==> src/rtl/memaccess_seq_pkg.sv <==
// Shared types and constants for the memaccess_seq sequencer and its wait counter.
package memaccess_seq_pkg;

    typedef enum logic [1:0] {
        K_LOAD      = 2'b00,
        K_LOAD_IND  = 2'b01,
        K_STORE     = 2'b10,
        K_STORE_IND = 2'b11
    } kind_t;

    typedef logic [1:0] mem_state_t;

    localparam mem_state_t MS_READ     = 2'b00;
    localparam mem_state_t MS_IND_READ = 2'b01;
    localparam mem_state_t MS_WRITE    = 2'b10;
    localparam mem_state_t MS_IDLE     = 2'b11;

    typedef enum logic [2:0] {
        S_IDLE,
        S_IND,
        S_RD,
        S_WR,
        S_RESP
    } state_t;

    localparam logic [15:0] IO_BASE = 16'hFE00;

    function automatic logic is_indirect(input kind_t kind);
        return (kind == K_LOAD_IND) || (kind == K_STORE_IND);
    endfunction

endpackage

==> src/rtl/memaccess_seq_wait.sv <==
// Read-latency wait counter: restarts from zero on each state entry and
// flags done once RD_LATENCY extra cycles have elapsed in a read state.
module memaccess_seq_wait #(
    parameter int RD_LATENCY = 0
) (
    input  logic clock,
    input  logic reset,
    input  logic start,
    input  logic run,
    output logic done
);

    localparam int CNT_W = (RD_LATENCY > 0) ? $clog2(RD_LATENCY + 1) : 1;
    localparam logic [CNT_W-1:0] LAST = CNT_W'(RD_LATENCY);

    logic [CNT_W-1:0] count;

    always_ff @(posedge clock or posedge reset) begin
        if (reset) begin
            count <= '0;
        end else if (start) begin
            count <= '0;
        end else if (run && (count != LAST)) begin
            count <= count + CNT_W'(1);
        end
    end

    assign done = (count == LAST);

endmodule

==> src/rtl/memaccess_seq.sv <==
// Memory-access sequencer feeding the LC3 MemAccess stage (direct and indirect loads/stores).
// Optional io_hit output is enabled with `define MEMACCESS_SEQ_IO_CHK_EN.
module memaccess_seq
    import memaccess_seq_pkg::*;
#(
    parameter int RD_LATENCY = 0,
    parameter int ADDR_W     = 16
) (
    input  logic              clock,
    input  logic              reset,
    input  logic              req_valid,
    output logic              req_ready,
    input  kind_t             req_kind,
    input  logic [ADDR_W-1:0] req_addr,
    input  logic [ADDR_W-1:0] req_data,
    output logic [1:0]        mem_state,
    output logic [ADDR_W-1:0] M_Addr,
    output logic [ADDR_W-1:0] M_Data,
    output logic              M_Control,
    input  logic [ADDR_W-1:0] DMem_dout,
    output logic              rsp_valid,
    output logic [ADDR_W-1:0] rsp_data
`ifdef MEMACCESS_SEQ_IO_CHK_EN
    ,
    output logic              io_hit
`endif
);

    state_t            state;
    state_t            state_nxt;
    kind_t             kind_q;
    logic [ADDR_W-1:0] addr_q;
    logic [ADDR_W-1:0] data_q;
    logic [ADDR_W-1:0] ind_addr;

    logic              accept;
    logic              wait_start;
    logic              wait_run;
    logic              wait_done;

    // Request fields as they will be after this edge (captured on accept)
    kind_t             kind_n;
    logic [ADDR_W-1:0] addr_n;
    logic [ADDR_W-1:0] data_n;
    logic [ADDR_W-1:0] ind_n;
    logic [ADDR_W-1:0] final_addr_n;
    logic              indirect_n;

    mem_state_t        mem_state_n;
    logic [ADDR_W-1:0] m_addr_n;
    logic [ADDR_W-1:0] m_data_n;
    logic [ADDR_W-1:0] rsp_data_n;
    logic              m_control_n;
    logic              rsp_valid_n;
    logic              req_ready_n;

    assign accept     = req_valid && req_ready;
    assign wait_start = (state_nxt != state);
    assign wait_run   = (state == S_IND) || (state == S_RD);

    memaccess_seq_wait #(
        .RD_LATENCY(RD_LATENCY)
    ) u_wait (
        .clock(clock),
        .reset(reset),
        .start(wait_start),
        .run  (wait_run),
        .done (wait_done)
    );

    always_ff @(posedge clock or posedge reset) begin
        if (reset) begin
            state <= S_IDLE;
        end else begin
            state <= state_nxt;
        end
    end

    always_comb begin
        state_nxt = state;
        case (state)
            S_IDLE: begin
                if (accept) begin
                    case (req_kind)
                        K_LOAD:  state_nxt = S_RD;
                        K_STORE: state_nxt = S_WR;
                        default: state_nxt = S_IND;
                    endcase
                end
            end
            S_IND: begin
                if (wait_done) begin
                    state_nxt = (kind_q == K_LOAD_IND) ? S_RD : S_WR;
                end
            end
            S_RD: begin
                if (wait_done) begin
                    state_nxt = S_RESP;
                end
            end
            S_WR:    state_nxt = S_RESP;
            S_RESP:  state_nxt = S_IDLE;
            default: state_nxt = S_IDLE;
        endcase
    end

    always_ff @(posedge clock) begin
        if (accept) begin
            kind_q <= req_kind;
            addr_q <= req_addr;
            data_q <= req_data;
        end
    end

    always_ff @(posedge clock or posedge reset) begin
        if (reset) begin
            ind_addr <= '0;
        end else begin
            ind_addr <= ind_n;
        end
    end

    always_comb begin
        kind_n       = accept ? req_kind : kind_q;
        addr_n       = accept ? req_addr : addr_q;
        data_n       = accept ? req_data : data_q;
        // A zero pointer is a valid address and is used unchanged
        ind_n        = ((state == S_IND) && wait_done) ? DMem_dout : ind_addr;
        indirect_n   = is_indirect(kind_n);
        final_addr_n = indirect_n ? ind_n : addr_n;
    end

    // Outputs are decoded from the state being entered so they register with it
    always_comb begin
        mem_state_n = MS_IDLE;
        m_addr_n    = M_Addr;
        m_data_n    = M_Data;
        m_control_n = 1'b0;
        rsp_valid_n = 1'b0;
        rsp_data_n  = rsp_data;
        req_ready_n = 1'b0;
        case (state_nxt)
            S_IDLE: begin
                req_ready_n = 1'b1;
            end
            S_IND: begin
                mem_state_n = MS_IND_READ;
                m_addr_n    = addr_n;
            end
            S_RD: begin
                mem_state_n = MS_READ;
                m_addr_n    = final_addr_n;
                m_control_n = indirect_n;
            end
            S_WR: begin
                mem_state_n = MS_WRITE;
                m_addr_n    = final_addr_n;
                m_data_n    = data_n;
                m_control_n = indirect_n;
            end
            S_RESP: begin
                rsp_valid_n = 1'b1;
                rsp_data_n  = (state == S_RD) ? DMem_dout : '0;
            end
            default: begin
                mem_state_n = MS_IDLE;
            end
        endcase
    end

    always_ff @(posedge clock or posedge reset) begin
        if (reset) begin
            mem_state <= MS_IDLE;
            M_Addr    <= '0;
            M_Data    <= '0;
            M_Control <= 1'b0;
            rsp_valid <= 1'b0;
            rsp_data  <= '0;
            req_ready <= 1'b1;
        end else begin
            mem_state <= mem_state_n;
            M_Addr    <= m_addr_n;
            M_Data    <= m_data_n;
            M_Control <= m_control_n;
            rsp_valid <= rsp_valid_n;
            rsp_data  <= rsp_data_n;
            req_ready <= req_ready_n;
        end
    end

`ifdef MEMACCESS_SEQ_IO_CHK_EN
    localparam logic [ADDR_W-1:0] IO_BASE_A = ADDR_W'(IO_BASE);

    logic io_hit_n;

    assign io_hit_n = (state_nxt == S_RESP) && (final_addr_n >= IO_BASE_A);

    always_ff @(posedge clock or posedge reset) begin
        if (reset) begin
            io_hit <= 1'b0;
        end else begin
            io_hit <= io_hit_n;
        end
    end
`endif

endmodule

==> config.mk <==
export PLATFORM = sky130hd
export DESIGN_NAME = memaccess_seq
export DESIGN_NICKNAME = d
export VERILOG_FILES = /design/src/rtl/memaccess_seq_pkg.sv /design/src/rtl/memaccess_seq_wait.sv /design/src/rtl/memaccess_seq.sv
export SDC_FILE = /design/constraint.sdc
export NUM_CORES = 1
export LEC_CHECK = 0
export ABC_CLOCK_PERIOD_IN_PS = 2050
export BUFFER_PORTS_ARGS = -buffer_cell sky130_fd_sc_hd__buf_4
export CAP_MARGIN = 0
export CORE_UTILIZATION = 40
export CTS_BUF_LIST = sky130_fd_sc_hd__clkbuf_8
export DETAILED_ROUTE_END_ITERATION = 12
export GPL_TIMING_DRIVEN = 1
export PLACE_DENSITY = 0.72
export SETUP_SLACK_MARGIN = 0.5
export SYNTH_ARGS = -nofsm -noshare
export SYNTH_HDL_FRONTEND = slang
export SYNTH_HIERARCHICAL = 1
export SYNTH_SLANG_ARGS = --single-unit
==> constraint.sdc <==
create_clock -name clock -period 2.05 [get_ports clock]
set_input_delay 0.205 -clock clock [delete_from_list [all_inputs] [get_ports clock]]
set_output_delay 0.205 -clock clock [all_outputs]
set_load 0.02 [all_outputs]
### Word level (Yosys, flattened, before mapping)

Index checks and enable logic that the tools add are counted.

* flip-flop bits (word level): 107
* input bits: 53

* $add $sub $neg: 1
* equal/unequal tests: 12
* multiplexer cells: 19
* bitwise gates (word level): 1
* reductions and logical operators: 11

Operators with widths (number)
* $mux W16: 5
* $pmux W16 S2: 1
* $eq A3 B2 Y1 const B: 4
* $pmux W3 S4: 1
* $mux W3: 3
* $eq A3 B1 Y1 const B: 2
* $logic_not A3 Y1: 2
* $mux W1: 6
* $pmux W2 S3: 1
* $eq A2 B1 Y1 const B: 2
* $eq A2 B2 Y1 const B: 2
* $pmux W2 S2: 1
* $reduce_bool A2 Y1: 2
* $eq A3 B3 Y1 const B: 1
* $logic_and A1 B1 Y1: 3
* $ne A3 B3 Y1: 1
* $logic_not A2 Y1: 1
* $logic_or A1 B1 Y1: 2
* $mux W2: 1
* $reduce_or A2 Y1: 1
* $add A1 B1 Y1 const B: 1
* $not A1 Y1: 1

### Longest topological paths before layout

Gate-level depths: netlist of the first run.

* word-level depth: 7
* mapped depth: 8

### Cells and area by module

Netlist of the first run, hierarchy kept.

Modules (own cells, without submodules)
* memaccess_seq: instances 1, cells an instance 283, area each 4124.0 um^2
* memaccess_seq_wait: instances 1, cells an instance 4, area each 45.0 um^2

### Worst setup path after synthesis of the first run

Ideal clock, no wire load.

* path kind: reg-to-reg
* from: reg req_ready
* to: reg M_Data[0]
* arrival: 2.120 ns
* data required time: 1.925 ns
* path slack: -0.195 ns
* cell stages (with the launch flop): 6
* period minus slack after synthesis: 2.245 ns
* cell sequence: dfstp_2 > nand2_1 > or4_4 > a22oi_4 > buf_12 > mux2_4

* word-level cells in the longest chain between the ends: 4

RTL lines
* start: declaration: line memaccess_seq.sv:12 `output logic req_ready,`
* start signal: assignment: line memaccess_seq.sv:187 `req_ready <= req_ready_n;`
* $logic_and A1 B1 Y1 *: line memaccess_seq.sv:57 `assign accept = req_valid && req_ready;`
* $mux W3: line memaccess_seq.sv:83 `if (accept) begin`
* $pmux W3 S4: line memaccess_seq.sv:81 `case (state)`
* $eq A3 B2 Y1: line memaccess_seq.sv:142 `case (state_nxt)`
* end signal: assignment: line memaccess_seq.sv:183 `M_Data <= m_data_n;`
* end: declaration: line memaccess_seq.sv:18 `output logic [ADDR_W-1:0] M_Data,`

Mark *: on every way between the ends. The rest lies on a longest branch, timed or not.
A chain may end at the register's enable or synchronous reset.

### Worst setup path in the final report of the first run

* from: reg state[2]
* to: reg M_Data[6]

* word-level cells in the longest chain between the ends: 3

RTL lines
* start: declaration: line memaccess_seq.sv:29 `state_t state;`
* start signal: assignment: line memaccess_seq.sv:75 `state <= state_nxt;`
* $eq A3 B2 Y1, or another cell as far along: line memaccess_seq.sv:81
* $pmux W3 S4 *: line memaccess_seq.sv:81
* $eq A3 B2 Y1 *: line memaccess_seq.sv:142

Marked as above.

==> summary.md, run 1 <==
| Metric | Value |
|---|---|
| Asr flop ratio synth | `68.2%` |
| Antenna Violating Nets Remaining | `0` |
| Busiest metal layer after global routing | `met2` |
| Setup TNS | `0 ns` |
| Yosys cell types | `35` |
| Worst skew pair latency | `0.38 ns` |
| Critical path origin | `state[2]$_DFF_PP0_` |
| DRT iter0 DRCs | `64` |
| CTS H-tree depth | `3` |
| Synth top cells by count | `dfrtp_1 (70), mux2_2 (54), dfxtp_1 (32), mux2i_1 (32), inv_1 (24)` |
| Grt ovf | `0` |
| Kind of critical path | `reg2reg` |
| Nets | `471` |
| CTS tree | `done` |
| CTS max path bufs | `2` |
| Yosys reg bits | `107` |
| Layout area overhead | `38.0%` |
| VDD IR max | `816 uV` |
| Dpl hpwl | `6220 um` |
| Seq/Total Area, Yosys | `60.7%` |
| Die height | `104 um` |
| Unrepaired setup endpoints after global routing | `true` |
| Post-layout worst setup margin | `0.0186 ns` |
| Gate count of the mapped netlist | `287` |
| Initial antenna violation count | `0` |
| GR Util met3 | `4.14%` |
| Hold wc startpoint | `DMem_dout[12]` |
| Final design utilization | `57.8%` |
| Worst min path class | `in2reg` |
| Final Max Slew Viols | `0` |
| Power density cells | `1660 nW/um^2` |
| Row cnt | `36` |
| Synthesized area per cell | `14.5 sq um` |
| GR Util met2 | `29.3%` |
| Setup slack, reg-to-reg | `0.02 ns` |
| Main flop type after synthesis | `dfrtp_1` |
| Fmax achieved | `492 MHz` |
| Relative slew slack | `57.9%` |
| Number of synthesized flops with an enable pin | `2` |
| Root buf cell | `clkbuf_8` |
| Max Cap Viol | `0` |
| Final min period | `2.03 ns` |
| DRC | `0` |
| Leak | `2.87 nW` |
| Status | `completed` |
| IO Count | `106` |
| Die X | `104 um` |
| CTS buffer count | `9` |
| WL final | `9370 um` |
| Vias post-DR | `2684` |
| Startpoint Class | `register` |
| Via count of the first global-routing pass | `2815` |
| Worst slack at placement | `0.0309 ns` |
| DR vias/cell | `4.83` |
| Worst Setup End Kind | `register` |
| Final setup violation count | `0` |
| WL per Instance | `16.9 um` |
| Buffers on Ports | `105` |
| Yosys top cell by area | `dfrtp_1` |
| RePlAce Congestion | `0.777` |
| Largest net degree at the start of global routing | `42` |
| Share of cells above drive strength 1 | `55.3%` |
| Mapped Area | `4170 sq um` |
| Grt met1 use | `23.6%` |
| Die outline area | `10800 sq um` |
| Worst-margin pin slew | `0.629 ns` |
| Worst reg2reg path depth | `5` |
| Core Area | `9950 sq um` |
| Clk slew on worst S/H paths | `0.11 ns` |
| Final hold violation count | `0` |
| Clock sink total | `107` |
| R2r endpoint | `M_Data[6]$_DFFE_PP0N_` |
| First-pass GRT wire length | `15100 um` |
| Post-synth net total | `340` |
| GRT Util Overall | `18.0%` |
| WP data arrival | `2.30 ns` |
| Warnings from Yosys | `6` |
| TritonRoute pass-1 iters | `6` |
| Count leader, synth | `dfrtp_1` |
| Worst r2r src | `state[2]$_DFF_PP0_` |
| Clock Skew | `0.0219 ns` |
| Antenna diode count | `0` |
| Top post-synthesis cells by area | `dfrtp_1 (42%), dfxtp_1 (15%), mux2_2 (15%)` |
| Crit path to | `M_Data[6]$_DFFE_PP0N_` |
| Critical Path RT | `2.32 ns` |
| Fin crit share | `99.1%` |
| Area share of the largest cell type after synthesis | `42.0%` |
| Initial Utilization | `41.9%` |
| Top fanout value on the critical path | `16` |
[kinds of logic after synthesis]
| family | count (synthesis) | synth area share, % |
|---|---|---|
| flops | 107 | 60.7 |
| mux | 96 | 25.9 |
| buf+inv | 38 | 4.50 |
| compound gates | 23 | 5.10 |
| simple gates | 21 | 3.39 |
| xor+xnor | 2 | 0.420 |
[layer usage]
layer  part of all wire, %  vias up
li1                      -     1264
met1                    46     1342
met2                    48       69
met3                   4.6        9
met4                   1.3        0
met5                     0        -
[metrics by stage]
step / std cells / cell area, sq um / total power, mW / hold WS [ns]
finish: 556 / 5750 / 9.53 / 0.0526
global route: 556 / 5750 / 10.1 / 0.0367
CTS: 549 / 5600 / 9.37 / 0.00575
detailed placement: 525 / 5210 / 7.81 / 0.0745
global placement: 525 / 5210 / 7.66 / 0.0752
floorplan: 287 / 4210 / 6.31 / -0.0663
[where the power goes]
part	switching, mW	internal [mW]
clock network	0.762	0.464
registers	0.437	3.17
logic	2.15	2.55
[how the worst min path moves through the flow]
stage	slack [ns]	depth (start not counted)	end
after floorplan	-0.07	1	u_wait/count$_DFFE_PP0P_
after global placement	0.08	2	u_wait/count$_DFFE_PP0P_
after detailed placement	0.07	2	u_wait/count$_DFFE_PP0P_
after CTS	0.006	1	register
after global routing	0.04	1	register
final	0.05	2	rsp_data[12]$_DFFE_PP0P_
[registers in the layout, indices dropped and copies added (netlist names), 2 cells and up, named ones only]
signal	flops
M_Addr	16
M_Data	16
addr_q	16
data_q	16
ind_addr	16
mem_state	2
rsp_data	16
state	3
[critical path, stage by stage (launching register included)]
cell     delay [ns]
dfrtp_1        0.39
or2_1          0.25
or4_4          0.54
a22oi_4        0.20
buf_12         0.20
mux2_2         0.34
[placed cells by master (no fill, tap or decap), drive strengths merged, types with 3 or more instances in the layout]
cell type	n
dfstp	3
buf	130
mux2	64
dfxtp	32
nor2	5
mux2i	32
nand2	3
dfrtp	70
clkbuf	11
a22o	16
inv	27
[repair_timing]
action,CTS,global route
buffers inserted,5,4
hold buffers,1,1
endpoints found under the hold margin,8,1
gates cloned,2,2
setup endpoints to repair,68,68
resized for setup,35,14
pin swaps,0,6
[area by class of cell]
type / count / area, sq um
Fill cell: 824 / 4200
Sequential cell: 107 / 2530
Multi-Input combinational cell: 142 / 1600
Timing Repair Buffer: 134 / 1170
Tap cell: 133 / 166
Clock buffer: 9 / 124
Inverter: 24 / 93.8
Clock inverter: 7 / 62.6
Power figures use the tool's default switching activity.
==> run 2: changes to the inputs <==
==> constraint.sdc (replaced) <==
create_clock -name clock -period 2.05 [get_ports clock]
set_input_delay 0.5125 -clock clock [delete_from_list [all_inputs] [get_ports clock]]
set_output_delay 0.5125 -clock clock [all_outputs]
set_load 0.02 [all_outputs]
==> summary.md, run 2 (synthesized netlist as in run 1, its figures left out) <==
| Metric | Value |
|---|---|
| RePlAce Congestion | `0.777 (about the same)` |
| Most frequent cells in the layout | `buf_4 (110), dfrtp_1 (69), mux2_2 (36)` |
| GR Util met2 | `29.0% (-0.33 points)` |
| Clock Skew | `0.00845 ns (-0.0135 ns)` |
| Crit path buffers/inverters | `1 (unchanged)` |
| Top fanout value on the critical path | `16 (unchanged)` |
| Failing checks | `negative setup slack` |
| Clk slew on worst S/H paths | `0.10 ns (about the same)` |
| Worst skew pair latency | `0.38 ns (about the same)` |
| DRC | `0 (unchanged)` |
| Final hold violation count | `0 (unchanged)` |
| WP data arrival | `2.33 ns (+0.03 ns)` |
| Worst Setup End Kind | `register` |
| Kind of critical path | `reg2reg` |
| Buffers on Ports | `105 (unchanged)` |
| GR Util met3 | `5.58% (+1.4 points)` |
| Row cnt | `36 (unchanged)` |
| Placed Area | `5190 sq um (-0.26%)` |
| Fin crit share | `100% (+1.3 points)` |
| Share of cells above drive strength 1 | `55.1% (-0.21 points)` |
| Final Max Slew Viols | `0 (unchanged)` |
| First-pass GRT wire length | `14400 um (-4.3%)` |
| Initial Utilization | `41.9% (unchanged)` |
| Power density cells | `1650 nW/um^2 (about the same)` |
| Root buf cell | `clkbuf_8` |
| Critical Path RT | `2.32 ns (about the same)` |
| Clock sink total | `107 (unchanged)` |
| Worst-margin pin slew | `0.447 ns (-0.183 ns)` |
| Nets | `469 (-0.42%)` |
| CP Cell Sequence | `or2_1 > or4_4 > a22oi_4 > buf_12 > mux2_2` |
| Status | `finished, violations left` |
| CTS H-tree depth | `3 (unchanged)` |
| Layout area overhead | `38.1% (about the same)` |
| Hold WS | `0.328 ns (+0.275 ns)` |
| Max incr delay on CP | `0.55 ns (about the same)` |
| Relative slew slack | `70.1% (+12 points)` |
| Antenna diode count | `0 (unchanged)` |
| CTS buffer count | `9 (unchanged)` |
| GRT Util Overall | `17.6% (-0.46 points)` |
| Die height | `104 um (unchanged)` |
| Filler Cell Count | `819 (-0.61%)` |
| DRT iter0 DRCs | `82 (+28%)` |
| WL final | `9900 um (+5.6%)` |
| Startpoint Class | `register` |
| Unrepaired setup endpoints after global routing | `true` |
| Via count of the first global-routing pass | `2837 (+0.78%)` |
| Commonest non-fill, non-tap cell in the layout | `buf_4` |
| Core Area | `9950 sq um (unchanged)` |
| VDD IR max | `828 uV (+1.4%)` |
| Post-layout worst setup margin | `-0.00823 ns (-0.0269 ns)` |
| Vias post-DR | `2708 (+0.89%)` |
| Dpl hpwl | `6030 um (-3.1%)` |
| CTS tree | `done` |
| Final min period | `2.06 ns (+0.0269 ns)` |
| CP max-delay cell | `or4_4` |
| Busiest metal layer after global routing | `met2` |
| Grt met1 use | `21.4% (-2.3 points)` |
| IO Count | `106 (unchanged)` |
| Antenna Violating Nets Remaining | `0 (unchanged)` |
| Design area | `5760 sq um (about the same)` |
| WL per Instance | `17.9 um (+6.0%)` |
| TritonRoute pass-1 iters | `4 (-2)` |
| Initial antenna violation count | `0 (unchanged)` |
| Die outline area | `10800 sq um (unchanged)` |
| Max Cap Viol | `0 (unchanged)` |
| Fmax achieved | `486 MHz (-1.3%)` |
| Worst min path class | `in2reg` |
| CTS max path bufs | `2 (unchanged)` |
| Delay-heaviest family, CP | `simple AND/OR/NAND/NOR gates` |
| Die X | `104 um (unchanged)` |
| DR vias/cell | `4.89 (+1.3%)` |
| Grt ovf | `0 (unchanged)` |
| Leak | `2.88 nW (+0.59%)` |
| Final setup violation count | `3 (+3)` |
| Largest net degree at the start of global routing | `73 (+74%)` |
run 2: path summary, 6_finish.rpt:
check | end | startpoint | cells after the start | slack (ns)
worst max-delay path | M_Data[4]$_DFFE_PP0N_ | state[2]$_DFF_PP0_ | 5 | -0.008
worst min-delay path | register | req_kind[1] | 1 | 0.33
worst max register to register | M_Data[4]$_DFFE_PP0N_ | state[2]$_DFF_PP0_ | 5 | -0.008
worst min register to register | addr_q[9]$_DFF_P_ | addr_q[9]$_DFF_P_ | 1 | 0.48
max in group asynchronous | M_Addr[9]$_DFFE_PP0P_ | reset | 4 | 0.93
min in group asynchronous | u_wait/count$_DFFE_PP0P_ | reset | 3 | 0.55
run 2: area by class of cell:
type	instances	area (sq um)	area share, %
tap	133	166	2.89
multi-input combinational	143	1600	27.8
sequential	107	2530	44.0
timing repair buffer	131	1200	20.8
inverter	24	98.8	1.72
clock inverter	7	37.5	0.652
clock buffer	9	124	2.15
run 2: what timing repair did:
action,4_1_cts,5_1_grt
endpoints found under the setup margin,69,70
gates resized for setup,16,34
pin swaps,1,12
setup buffers,1,9
hold endpoints to repair,1,0
hold buffers,1,0
cloned,1,4
run 2: power breakdown:
group | switching, mW | leakage [nW] | internal [mW]
registers | 0.438 | 1.17 | 3.17
logic | 2.22 | 1.62 | 2.59
clock network | 0.683 | 0.0932 | 0.429
total | 3.34 | 2.88 | 6.18
run 2: stage by stage:
step	power, mW	utilization [%]	std cells	setup slack (ns)	setup TNS, ns
floorplan	6.31	-	287	-0.0392	-0.392
global placement	7.63	52.2	522	0.0322	0
CTS	9.10	54.9	541	0.0105	0
global route	10.1	57.8	554	-0.0546	-0.365
finish	9.53	57.8	554	-0.00823	-0.0134
detailed placement	7.79	52.2	522	-0.000541	-0.000541
run 2: routing by layer:
| metal | part of all wire (%) | routed length (um) |
|---|---|---|
| met1 | 44 | 4350 |
| met2 | 50 | 4910 |
| met3 | 5.0 | 499 |
| met4 | 1.4 | 140 |
| met5 | 0 | 0 |
